**config.mk**
```make
export PLATFORM = sky130hd
export DESIGN_NAME = dcm_sp_flat
export DESIGN_NICKNAME = d
export VERILOG_FILES = /design/src/rtl/dcm_pkg.sv /design/src/rtl/dcm_sp_if.sv /design/src/rtl/dcm_fx_accum.sv /design/src/rtl/dcm_sp.sv /design/src/flat_wrapper.sv
export SDC_FILE = /design/constraint.sdc
export NUM_CORES = 1
export LEC_CHECK = 0
export CAP_MARGIN = 10
export CORE_MARGIN = 2
export CORE_UTILIZATION = 36
export DETAILED_ROUTE_END_ITERATION = 8
export SYNTH_ARGS = -nofsm -noshare
export SYNTH_HDL_FRONTEND = slang
export SYNTH_SLANG_ARGS = --single-unit
export TNS_END_PERCENT = 10
```
**constraint.sdc**
```tcl
create_clock -name CLKIN -period 3.08 [get_ports CLKIN]
set_input_delay 0.924 -clock CLKIN [delete_from_list [all_inputs] [get_ports CLKIN]]
set_output_delay 0.924 -clock CLKIN [all_outputs]
set_load 0.05 [all_outputs]
```
**src/rtl/dcm_pkg.sv**
```systemverilog
// rtl/dcm_pkg.sv - shared bounds, widths, lock-state type and config check for the CLKFX synthesizer
package dcm_pkg;

   localparam int M_MIN  = 1;
   localparam int M_MAX  = 32;
   localparam int D_MIN  = 1;
   localparam int D_MAX  = 32;
   localparam int ACC_W  = 7;
   localparam int LOCK_W = 8;

   typedef enum logic {
      LOCK_COUNT = 1'b0,
      LOCK_RUN   = 1'b1
   } lock_state_t;

   // D must absorb at least one full CLKFX period per step, otherwise one CLKIN edge would need two toggles.
   function automatic logic fx_cfg_ok(input int m, input int d);
      return (m >= M_MIN) && (m <= M_MAX) && (d >= D_MIN) && (d <= D_MAX) && (2 * m <= d);
   endfunction

endpackage

```
**src/rtl/dcm_sp_if.sv**
```systemverilog
// rtl/dcm_sp_if.sv - synthesized clock, clock enable, lock and status bundle
interface dcm_sp_if;

   logic       CLKFX;
   logic       CLKFX_CE;
   logic       LOCKED;
   logic [7:0] STATUS;

   modport master (output CLKFX, CLKFX_CE, LOCKED, STATUS);
   modport slave  (input  CLKFX, CLKFX_CE, LOCKED, STATUS);

endinterface

```
**src/rtl/dcm_fx_accum.sv**
```systemverilog
// rtl/dcm_fx_accum.sv - phase accumulator producing CLKFX and its rising-edge clock enable
module dcm_fx_accum
   import dcm_pkg::*;
#(
   parameter int MULT = 2,
   parameter int DIV  = 10
) (
   input  logic i_clk,
   input  logic i_rst,
   input  logic i_en,
   output logic o_fx,
   output logic o_ce
);

   localparam logic [ACC_W-1:0] C_STEP = ACC_W'(2 * MULT);
   localparam logic [ACC_W-1:0] C_DIV  = ACC_W'(DIV);

   logic [ACC_W-1:0] r_acc;
   logic [ACC_W-1:0] w_sum;
   logic             r_fx;
   logic             r_ce;

   assign w_sum = r_acc + C_STEP;

   // acc stays below DIV, so the sum never exceeds 2*DIV and fits ACC_W bits.
   always_ff @(posedge i_clk or posedge i_rst) begin
      if (i_rst) begin
         r_acc <= '0;
         r_fx  <= 1'b0;
         r_ce  <= 1'b0;
      end else if (!i_en) begin
         r_acc <= '0;
         r_fx  <= 1'b0;
         r_ce  <= 1'b0;
      end else if (w_sum >= C_DIV) begin
         r_acc <= w_sum - C_DIV;
         r_fx  <= ~r_fx;
         r_ce  <= ~r_fx;
      end else begin
         r_acc <= w_sum;
         r_ce  <= 1'b0;
      end
   end

   assign o_fx = r_fx;
   assign o_ce = r_ce;

endmodule

```
**src/rtl/dcm_sp.sv**
```systemverilog
// rtl/dcm_sp.sv - CLKFX synthesizer top: lock sequencing, status and accumulator instance
module dcm_sp
   import dcm_pkg::*;
#(
   parameter int  CLKFX_MULTIPLY = 2,
   parameter int  CLKFX_DIVIDE   = 10,
   parameter int  LOCK_CYCLES    = 32,
   parameter real CLKIN_PERIOD   = 20.0
) (
   input  logic     CLKIN,
   input  logic     RST,
   dcm_sp_if.master fx_if
);

   localparam bit C_CFG_OK   = fx_cfg_ok(CLKFX_MULTIPLY, CLKFX_DIVIDE);
   localparam int C_LOCK_SAT = (LOCK_CYCLES < 1) ? 1 : ((LOCK_CYCLES > 255) ? 255 : LOCK_CYCLES);
   localparam logic [LOCK_W-1:0] C_LOCK = LOCK_W'(C_LOCK_SAT);

   lock_state_t       r_state;
   lock_state_t       w_state_nxt;
   logic [LOCK_W-1:0] r_cnt;
   logic [LOCK_W-1:0] w_cnt_nxt;
   logic              w_locked;
   logic              w_fx;
   logic              w_ce;
   logic              w_unused_period;

   assign w_unused_period = (CLKIN_PERIOD > 0.0);

   always_ff @(posedge CLKIN or posedge RST) begin
      if (RST) begin
         r_state <= LOCK_COUNT;
         r_cnt   <= '0;
      end else begin
         r_state <= w_state_nxt;
         r_cnt   <= w_cnt_nxt;
      end
   end

   // An illegal ratio parks the sequencer in LOCK_COUNT so the output never starts.
   always_comb begin
      w_state_nxt = r_state;
      w_cnt_nxt   = r_cnt;
      case (r_state)
         LOCK_COUNT: begin
            if (C_CFG_OK) begin
               w_cnt_nxt = r_cnt + 1'b1;
               if (r_cnt == C_LOCK - 1'b1) begin
                  w_state_nxt = LOCK_RUN;
               end
            end
         end
         LOCK_RUN: begin
            w_cnt_nxt = r_cnt;
         end
         default: begin
            w_state_nxt = LOCK_COUNT;
            w_cnt_nxt   = '0;
         end
      endcase
   end

   assign w_locked = (r_state == LOCK_RUN);

   dcm_fx_accum #(
      .MULT (CLKFX_MULTIPLY),
      .DIV  (CLKFX_DIVIDE)
   ) u_accum (
      .i_clk (CLKIN),
      .i_rst (RST),
      .i_en  (w_locked),
      .o_fx  (w_fx),
      .o_ce  (w_ce)
   );

   assign fx_if.CLKFX    = w_fx;
   assign fx_if.CLKFX_CE = w_ce;
   assign fx_if.LOCKED   = w_locked;
   assign fx_if.STATUS   = {7'd0, ~C_CFG_OK};

endmodule

```
**src/flat_wrapper.sv**
```systemverilog
// flat-port wrapper written by rule: the top's interface ports become plain ports
module dcm_sp_flat import dcm_pkg::*;
#(
   parameter int  CLKFX_MULTIPLY = 2,
   parameter int  CLKFX_DIVIDE   = 10,
   parameter int  LOCK_CYCLES    = 32,
   parameter real CLKIN_PERIOD   = 20.0
)
  (CLKIN, RST, fx_if_CLKFX, fx_if_CLKFX_CE, fx_if_LOCKED, fx_if_STATUS);
  dcm_sp_if fx_if_i ();
  input  logic CLKIN;
  input  logic RST;
  output wire logic [$bits(fx_if_i.CLKFX)-1:0] fx_if_CLKFX;
  output wire logic [$bits(fx_if_i.CLKFX_CE)-1:0] fx_if_CLKFX_CE;
  output wire logic [$bits(fx_if_i.LOCKED)-1:0] fx_if_LOCKED;
  output wire logic [$bits(fx_if_i.STATUS)-1:0] fx_if_STATUS;
  assign fx_if_CLKFX = fx_if_i.CLKFX;
  assign fx_if_CLKFX_CE = fx_if_i.CLKFX_CE;
  assign fx_if_LOCKED = fx_if_i.LOCKED;
  assign fx_if_STATUS = fx_if_i.STATUS;
  dcm_sp #(.CLKFX_MULTIPLY(CLKFX_MULTIPLY), .CLKFX_DIVIDE(CLKFX_DIVIDE), .LOCK_CYCLES(LOCK_CYCLES), .CLKIN_PERIOD(CLKIN_PERIOD)) u_core (.CLKIN(CLKIN), .RST(RST), .fx_if(fx_if_i));
endmodule
```
# Word-level counts from Yosys, hierarchy flattened
# Cells that the tools add are included.
# W data, S select, Z words.
totals:
  register_bits: 18
  in_bits: 2
  output_inout_bits: 11
  wordCells: 21
op_classes:
  add_sub_neg: 3
  order_cmp: 1
  n_eq_ne: 2
  mux: 9
  bitwise_logic: 1
op_table:
  columns: ["cell", "n"]
  rows:
  - ["$mux W7", 2]
  - ["$add A8 B1 Y8 const B", 1]
  - ["$eq A8 B5 Y1 const B", 1]
  - ["$mux W8", 1]
  - ["$add A7 B3 Y7 const B", 1]
  - ["$ge A7 B4 Y1 const B", 1]
  - ["$sub A7 B4 Y7 const B", 1]
  - ["$mux W1", 6]
  - ["$ne A2 B2 Y1 const B", 1]
  - ["$not A1 Y1", 1]

# Longest topological paths before layout
logic_depth:
  depth_word: 4
  mapped_depth: 6
  ltp_nobuf: 6

# Modules after synthesis
# A second synthesis with hierarchy kept.
hier_totals:
  cells_unflattened: 93
  hier_area_um2: 999.7
by_module_without_submodules:
  columns: ["mod", "n_inst", "cells_per_inst", "area_per_inst_um2", "seq_area_each_um2"]
  rows:
  - ["dcm_fx_accum", 1, 53, 531.8, 200.2]
  - ["dcm_sp", 1, 40, 467.9, 225.2]

# Worst setup path after synthesis
# OpenSTA, ideal clock, no wires.
synth_timing:
  kind: "register to register"
  from: "register u_core.u_accum.r_acc[2]"
  to: "register u_core.u_accum.r_acc[2]"
  setup_time_ns: 0.120
  arrival_ns: 1.740
  t_required_ns: 2.960
  setup_slack_ns: 1.219
  stages_incl_launch_ff: 7
  path_buffers: 0
  synth_period_minus_slack_ns: 1.861
  path_cell_list: "dfrtp_1 inv_1 ha_1 o2bb2ai_1 or4_4 o21a_1 o211a_1"
synth_between:
  elab_chain_len: 4
  word_cells_on_any_way: 5
  classes_between: "2 x add/sub; 1 x order compare; 2 x mux"
synth_lines:
  columns: ["element", "line_no", "text"]
  rows:
  - ["start, declared", "dcm_fx_accum.sv:18", "logic [ACC_W-1:0] r_acc;"]
  - ["start signal, assigned", "dcm_fx_accum.sv:36", "r_acc <= w_sum - C_DIV;"]
  - ["start signal, assigned", "dcm_fx_accum.sv:40", "r_acc <= w_sum;"]
  - ["$add A7 B3 Y7 (*)", "dcm_fx_accum.sv:23", "assign w_sum = r_acc + C_STEP;"]
  - ["$sub A7 B4 Y7 / $ge A7 B4 Y1 (equally long branches)", "dcm_fx_accum.sv:36, dcm_fx_accum.sv:35", null]
  - ["$mux W7 (*)", "dcm_fx_accum.sv:35", "end else if (w_sum >= C_DIV) begin"]
  - ["$mux W7 (*)", "dcm_fx_accum.sv:31", "end else if (!i_en) begin"]
# Mark *: on every way between the ends. The rest lies on a longest branch, timed or not.
# A chain may end at the register's enable or synchronous reset.

# Final worst setup path
layout_timing:
  from: "register u_core.r_state, in the netlist u_core.fx_if.LOCKED"
  to: "output port fx_if_LOCKED"
layout_rtl:
  columns: ["element", "line_no", "text"]
  rows:
  - ["start, declared", "dcm_sp.sv:19", "lock_state_t r_state;"]
  - ["start signal, assigned", "dcm_sp.sv:35", "r_state <= w_state_nxt;"]
  - ["end, declared", "flat_wrapper.sv:15", "output wire logic [$bits(fx_if_i.LOCKED)-1:0] fx_if_LOCKED;"]
# No word-level cell between the ends.

==> run metrics <==
status finished, final reports clean; CTS tree built; Synth warnings 0; Crit. End Element primary output; CP endpoint fx_if_LOCKED; Max-Cap Viols 0; WS Path Type reg2out; post-CTS sizing 0; CP max FO 10; Die H 58.3 µm; setup TNS 0 ns; Rows 19; Storage cell area 425 µm²; # DRC 0; post-synthesis sequential area ratio 40.1%; Final Power 364 µW; slowest stage cell, crit path clkdlybuf4s50_1; WP data required 2.16 ns; P_leak 0.500 nW; Met2 Routed Length 945 µm; max-slew violations 0; Hold Violations, Final 0; GRT Residual Overflow 0; CTS Buf Count 3; Area Overhead vs Synth 4.37%; Logic pwr share 7.4%; crit path cell chain clkdlybuf4s50_1; clock slew at reported path FFs 0.10 ns; setup bufs post-CTS 0; FF-to-FF Start u_core.u_accum.r_acc[2]; IR drop worst, VDD 0.302 mV; share of layout cells above drive strength 1 7.14%; antenna violations before repair 0; mapped cell area 0.00106 mm²; DP Wirelength 1400 µm; Pwr Density 329 mW/mm²; number of global-route vias before repair 726; Buf/Inv on CP 1; Post-CTS Hold Buffers 0; 1st-pass router iterations 4; top routing layer used met3; top_reg_cell synth dfrtp_1; Post-Syn Instances 109; depth of the CTS H-tree 1; metal3 WL 36 µm; sequential share of power 61.2%; Post-synth ARST share 100%; full die area 0.00339 mm²; commonest non-fill, non-tap cell in the layout dfrtp_1; dpl ws 0.747 ns; final worst setup slack 0.428 ns; Root Buffer clkbuf_4; post-synthesis average cell area 9.72 µm²; Clock Latency Late Sink 0.28 ns; Initial Utilization 38.1%; Multi-input gate area 548 µm²; Vias/cell 5.37; Placed Cells 139; final design utilization 39.8%; Post-synth EDFFs 0; RSZ-0062 raised after global routing no; clock share of power 31.4%; Total Wirelength 1920 µm; fmax 377 MHz; Tmin final 2.65 ns; routability cong. 0.828; Layout fillers 276; register bit count reported by yosys 17; number of routed nets with antenna violations 0; worst reg2reg path depth 6; Worst Max-Slew Pin Slew 0.650 ns; Netlist cell types 39; R2R setup slack 0.92 ns; WL/cell 13.4 µm; Worst Hold Class reg2reg; Core ar. 0.00278 mm²; Longest Clk Path Bufs 2; wl on met1 937 µm; Switching Fraction 25.3%; Levels on crit path 1; max incr delay on CP 0.88 ns; post-route insts no fill 143; Final Cycle Share 86.1%; NetSw 92.0 µW; Startpoint Class register; headroom to the max-slew limit 56.6%; Iter 0 DRT Violations 24; clock sinks 17; port bufs 4; I/O pins 13; Worst R2R End u_core.u_accum.o_fx; count of final setup violators 0; crit path DAT 1.73 ns; die width 58.3 µm; # diodes 0; most frequent cells in the layout dfrtp_1, nand2_1, conb_1; nets 120; global-route wire length before repair 3250 µm; Worst path top cell family by delay buffers and inverters; routed vias 768; Clock Skew 0.00219 ns; largest net degree at the start of global routing 18; Internal Pwr Total 272 µW; GR Util All Layers 12.4%; Worst Setup SP u_core.fx_if.LOCKED
-- layout make-up --
type | instances | area share, %
Multi-Input combinational cell | 80 | 49.5
Sequential cell | 17 | 38.5
Timing Repair Buffer | 4 | 3.62
Tap cell | 31 | 3.51
Inverter | 7 | 2.38
Clock buffer | 3 | 2.04
Clock inverter | 1 | 0.452
-- registers in the layout, summed over array words and instances, names as in the netlist --
signal and cells:
u_core.u_accum.o_ce 1, u_core.fx_if.LOCKED 1, u_core.u_accum.o_fx 1, u_core.r_cnt 8, u_core.u_accum.r_acc 6
-- power by group through the flow --
stage	clock (mW)	sequential [mW]	combinational (mW)
floorplan	0	0.227	0.0324
global placement	0	0.227	0.0267
detailed placement	0	0.227	0.0269
CTS	0.122	0.223	0.0269
global route	0.127	0.223	0.0288
finish	0.114	0.223	0.0269
-- metal layers --
metal | vias to the layer above | track usage, %
met5 | - | 0
li1 | 383 | -
met3 | 0 | 1.34
met1 | 375 | 17.7
met2 | 10 | 19.6
met4 | 0 | 3.99
-- metrics by stage --
| step | hold slack, ns | cell area, µm² |
|---|---|---|
| 6_report | 0.475 | 1110 |
| 2_1_floorplan | 0.435 | 1090 |
| 4_1_cts | 0.482 | 1110 |
| 3_5_place_dp | 0.460 | 1080 |
| 5_1_grt | 0.498 | 1110 |
| 3_3_place_gp | 0.456 | 1080 |
-- logic make-up after synthesis --
family / share of synthesized area [%]
simple gates: 20.2
buf+inv: 10.6
flops: 40.1
other cells: 0.354
mux: 2.01
xor+xnor: 7.44
fa+ha+maj: 5.90
compound gates: 13.3
-- cells in the mapped netlist, types with 2 or more instances --
cell type,count,area share [%]
nor4_1,2,1.2
nand4_1,4,2.4
buf_4,9,6.4
or3_1,3,1.8
o211ai_1,3,2.1
nor2_1,5,1.8
inv_1,7,2.5
a21oi_1,4,1.9
o2bb2ai_1,2,1.7
nand2_1,8,2.8
ha_1,5,5.9
nand3_1,3,1.4
nor3_1,3,1.4
clkbuf_1,2,0.71
o211a_1,2,1.9
xor2_1,3,2.5
dfrtp_1,17,40
xnor2_1,6,5.0
-- worst min-delay path by stage --
stage                                     end           startpoint  cells after the start  slack, ns
after CTS                     u_core.r_cnt[7]      u_core.r_cnt[7]                      1       0.48
after global placement        u_core.r_cnt[7]      u_core.r_cnt[7]                      1       0.46
after floorplan               u_core.r_cnt[7]      u_core.r_cnt[7]                      1       0.44
final                         u_core.r_cnt[7]      u_core.r_cnt[7]                      1       0.47
after detailed placement      u_core.r_cnt[7]      u_core.r_cnt[7]                      1       0.46
after global routing      u_core.u_accum.o_ce  u_core.u_accum.o_fx                      1       0.50
(Power assumes the default switching activity.)
==> variant 1: new RTL, config.mk and constraints unchanged <==
`CLKFX_DIVIDE` is set to 10 in 2 places; all go to 5.
--- a/src/rtl/dcm_sp.sv
+++ b/src/rtl/dcm_sp.sv
@@ -4,5 +4,5 @@
 #(
    parameter int  CLKFX_MULTIPLY = 2,
-   parameter int  CLKFX_DIVIDE   = 10,
+   parameter int  CLKFX_DIVIDE   = 5,
    parameter int  LOCK_CYCLES    = 32,
    parameter real CLKIN_PERIOD   = 20.0
--- a/src/flat_wrapper.sv
+++ b/src/flat_wrapper.sv
@@ -3,5 +3,5 @@
 #(
    parameter int  CLKFX_MULTIPLY = 2,
-   parameter int  CLKFX_DIVIDE   = 10,
+   parameter int  CLKFX_DIVIDE   = 5,
    parameter int  LOCK_CYCLES    = 32,
    parameter real CLKIN_PERIOD   = 20.0
Formal check against the unedited RTL: no difference found for any inputs over 10 cycles, from zero or initial values and one cycle with RST high; that may be too few to reach the edited logic, so the function may still have changed.
==> variant 1 against the original RTL <==
Synthesized area grew 9.7%; setup slack improved by 0.081 ns; final area up 8.0%; first-iteration DRC count rose by 96%; sequential cell count increased by 1; total power increased by 3.5%; routed wire length fell by 5.3%; synthesized cell count up 16%; die area increased by 9.0%; critical path type unchanged; critical endpoint unchanged; highest routed layer unchanged.
==> variant 1: results (changes against the original RTL) <==
worst_setup_path:
  rr_endpoint: "u_core.u_accum.r_acc[1]"
  cpPeakStageDelay_ns: 0.86  # -0.02 ns
  reg2reg_depth: 5  # -1
timing:
  hold_ws_ns: 0.478  # +0.00353 ns
  skew_ns: 0.00439  # +0.00220 ns
  slew_headroom: 0.547  # -0.0188
finish:
  fillCellCount: 318  # +15%
  multi_input_cells: 92  # +15%
  fin_nets: 133  # +11%
  seq_area_um2: 450  # +5.9%
  clk_share: 0.0188  # -0.00604
  nFlopsAndLatches: 18  # +1
  bufAreaShareNonClock: 0.0335  # -0.00269
  fin_cells: 168  # +17%
  drive_gt1_frac: 0.0887  # +0.0173
routing:
  wl_per_cell_um: 10.8  # -19%
  vias: 782  # +1.8%
  dr_wl_met2_um: 908  # -3.9%
grt:
  grt.met3_usage: 0.0256  # +0.0122
  grt_max_degree: 19  # +1
  grt_pass1_wl_um: 3050  # -6.2%
  grt_usage: 0.109  # -0.0149
  grt_use_met2: 0.190  # -0.00595
  use_met1: 0.135  # -0.0421
placement:
  gp_congestion: 0.776  # -6.3%
floorplan:
  die-area_um2: 3700  # +9.0%
yosys:
  synth_compound_area_frac: 0.135  # +0.00114
  synth_common_cells: "18 x dfrtp_1, 9 x buf_4, 9 x nor2_1, 9 x nor3_1"
  yosys-top-cells-area: "dfrtp_1 39%, buf_4 5.8%, ha_1 5.4%"
  synth_cell_types: 38  # -2.6%
  synthMuxAreaShare: 0.0280  # +0.00792
  synth_fa_ha_area_frac: 0.0538  # -0.00521
  avgSynthCellArea_um2: 9.23  # -5.1%
  synth-xor-area-share: 0.0829  # +0.00850
outcome:
  run_status: "finished clean"
power:
  p_leak_nw: 0.525  # +5.0%
  ir_drop_mv: 0.242  # -20%
  netSwitchingFraction: 0.250  # -0.00237
==> variant 1: cell types whose count changed in the layout (fill, tap and decap cells not counted), sizes merged, moves of 2 or more <==
| cell | unedited run | this run |
|---|---|---|
| nor3 | 3 | 9 |
| o211ai | 3 | 1 |
| nor4 | 2 | 0 |
| nand2 | 9 | 7 |
| nor2 | 5 | 9 |
| o21ai | 1 | 9 |
| o211a | 2 | 0 |
| o2bb2ai | 2 | 0 |
| or3 | 3 | 1 |
| nand3 | 3 | 5 |
| or4 | 2 | 0 |
==> variant 1: cell families after synthesis <==
family / after synthesis
compound gates: 23
xor+xnor: 11
fa+ha+maj: 5
buf+inv: 23
flops: 18
mux: 3
other cells: 1
simple gates: 42
==> variant 1: worst register-to-register path: stages (launching register included) <==
cell	delay, ns
dfrtp_1	0.50
ha_1	0.39
and2_4	0.22
a21oi_2	0.05
o32a_1	0.42
o311a_1	0.33
==> variant 2: new RTL, same settings <==
Without the edit above. Make the reset (`RST` and `i_rst`) synchronous in 2 clocked blocks.
--- a/src/rtl/dcm_fx_accum.sv
+++ b/src/rtl/dcm_fx_accum.sv
@@ -24,5 +24,5 @@
 
    // acc stays below DIV, so the sum never exceeds 2*DIV and fits ACC_W bits.
-   always_ff @(posedge i_clk or posedge i_rst) begin
+   always_ff @(posedge i_clk) begin
       if (i_rst) begin
          r_acc <= '0;
--- a/src/rtl/dcm_sp.sv
+++ b/src/rtl/dcm_sp.sv
@@ -28,5 +28,5 @@
    assign w_unused_period = (CLKIN_PERIOD > 0.0);
 
-   always_ff @(posedge CLKIN or posedge RST) begin
+   always_ff @(posedge CLKIN) begin
       if (RST) begin
          r_state <= LOCK_COUNT;
Function: no difference found for any inputs over 10 cycles, from zero or initial values and one cycle with RST high; that may be too few to reach the edited logic, so the function may still have changed.
==> variant 2 against the original RTL <==
Combinational power up 19%; worst hold slack improved by 0.014 ns; critical path depth stayed put; die area fell by 12%; total power up 5.3%; routed wire length fell by 23%; critical endpoint unchanged; final area fell by 11%; clock power is 11% higher; critical path type unchanged; sequential cell count unchanged; setup slack gained 0.064 ns; non-clock buffer count stayed put; synthesized area shrank 13%.
==> variant 2: results (changes against the original RTL) <==
finish:
  clk_share: 0.0304  # +0.00553
  multi_input_cells: 81  # +1.3%
  fillCellCount: 246  # -11%
  drive_gt1_frac: 0.0550  # -0.0164
  area.share.sequential: 0.345  # -0.0399
  bufAreaShareNonClock: 0.0406  # +0.00436
routing:
  first_iter_violations: 11  # -54%
  wl_per_cell_um: 10.6  # -21%
  wirelength_um: 1480  # -23%
  vias: 686  # -11%
placement:
  post-place-ws_ns: 0.721  # -0.0263 ns
  postPlaceCellArea_um2: 957  # -11%
  dp_hpwl_um: 1130  # -19%
power:
  ir_drop_mv: 0.208  # -31%
  pwr_density_cell_nw_per_um2: 389  # +18%
  p_leak_nw: 0.368  # -26%
  p_seq_frac: 0.590  # -0.022
  p_int_mw: 0.278  # +2.1%
yosys:
  yosys-top-cells-area: "dfxtp_1 37%, ha_1 8.2%, buf_4 6.5%"
  synthMuxAreaShare: 0.0109  # -0.00920
  synth_compound_area_frac: 0.0992  # -0.0342
  synthFlopType: "dfxtp_1"
  yosysSeqAreaShare: 0.370  # -0.0319
  synth_cell_types: 31  # -21%
  synth-xor-area-share: 0.121  # +0.0465
  synth-async-reset-ratio: 0  # -1.00
worst_setup_path:
  arrival_ns: 1.66  # -0.07 ns
  cpPeakStageDelay_ns: 0.86  # -0.02 ns
timing:
  skew_ns: 0.00905  # +0.00685 ns
cts:
  clock_latency_ns: 0.30  # +0.02 ns
grt:
  grt_pass1_wl_um: 2550  # -21%
  grt_usage: 0.125  # +0.00154
outcome:
  run_status: "finished clean"
==> variant 2: cell types whose count changed after synthesis, sizes merged, moves of 3 or more <==
cell | before | now
nor2 | 5 | 10
dfrtp | 17 | 0
nand4 | 4 | 1
inv | 7 | 3
o21ai | 1 | 6
dfxtp | 0 | 17
nand2 | 9 | 5
nor2b | 0 | 3
nor3 | 3 | 6
==> variant 2: worst paths after layout <==
path / from / endpoint / slack (ns) / cells past startpoint
min: u_core.u_accum.o_fx / u_core.u_accum.o_ce / 0.49 / 1
max: u_core.fx_if.LOCKED / fx_if_LOCKED / 0.49 / 1
min reg2reg: u_core.u_accum.o_fx / u_core.u_accum.o_ce / 0.49 / 1
max reg2reg: u_core.u_accum.r_acc[2] / u_core.u_accum.r_acc[5] / 1.30 / 5
==> variant 2: layer usage <==
metal  share of wire  track usage
met5               0            0
met4           0.029       0.0875
met3           0.023       0.0328
met2            0.44        0.185
met1            0.50        0.158
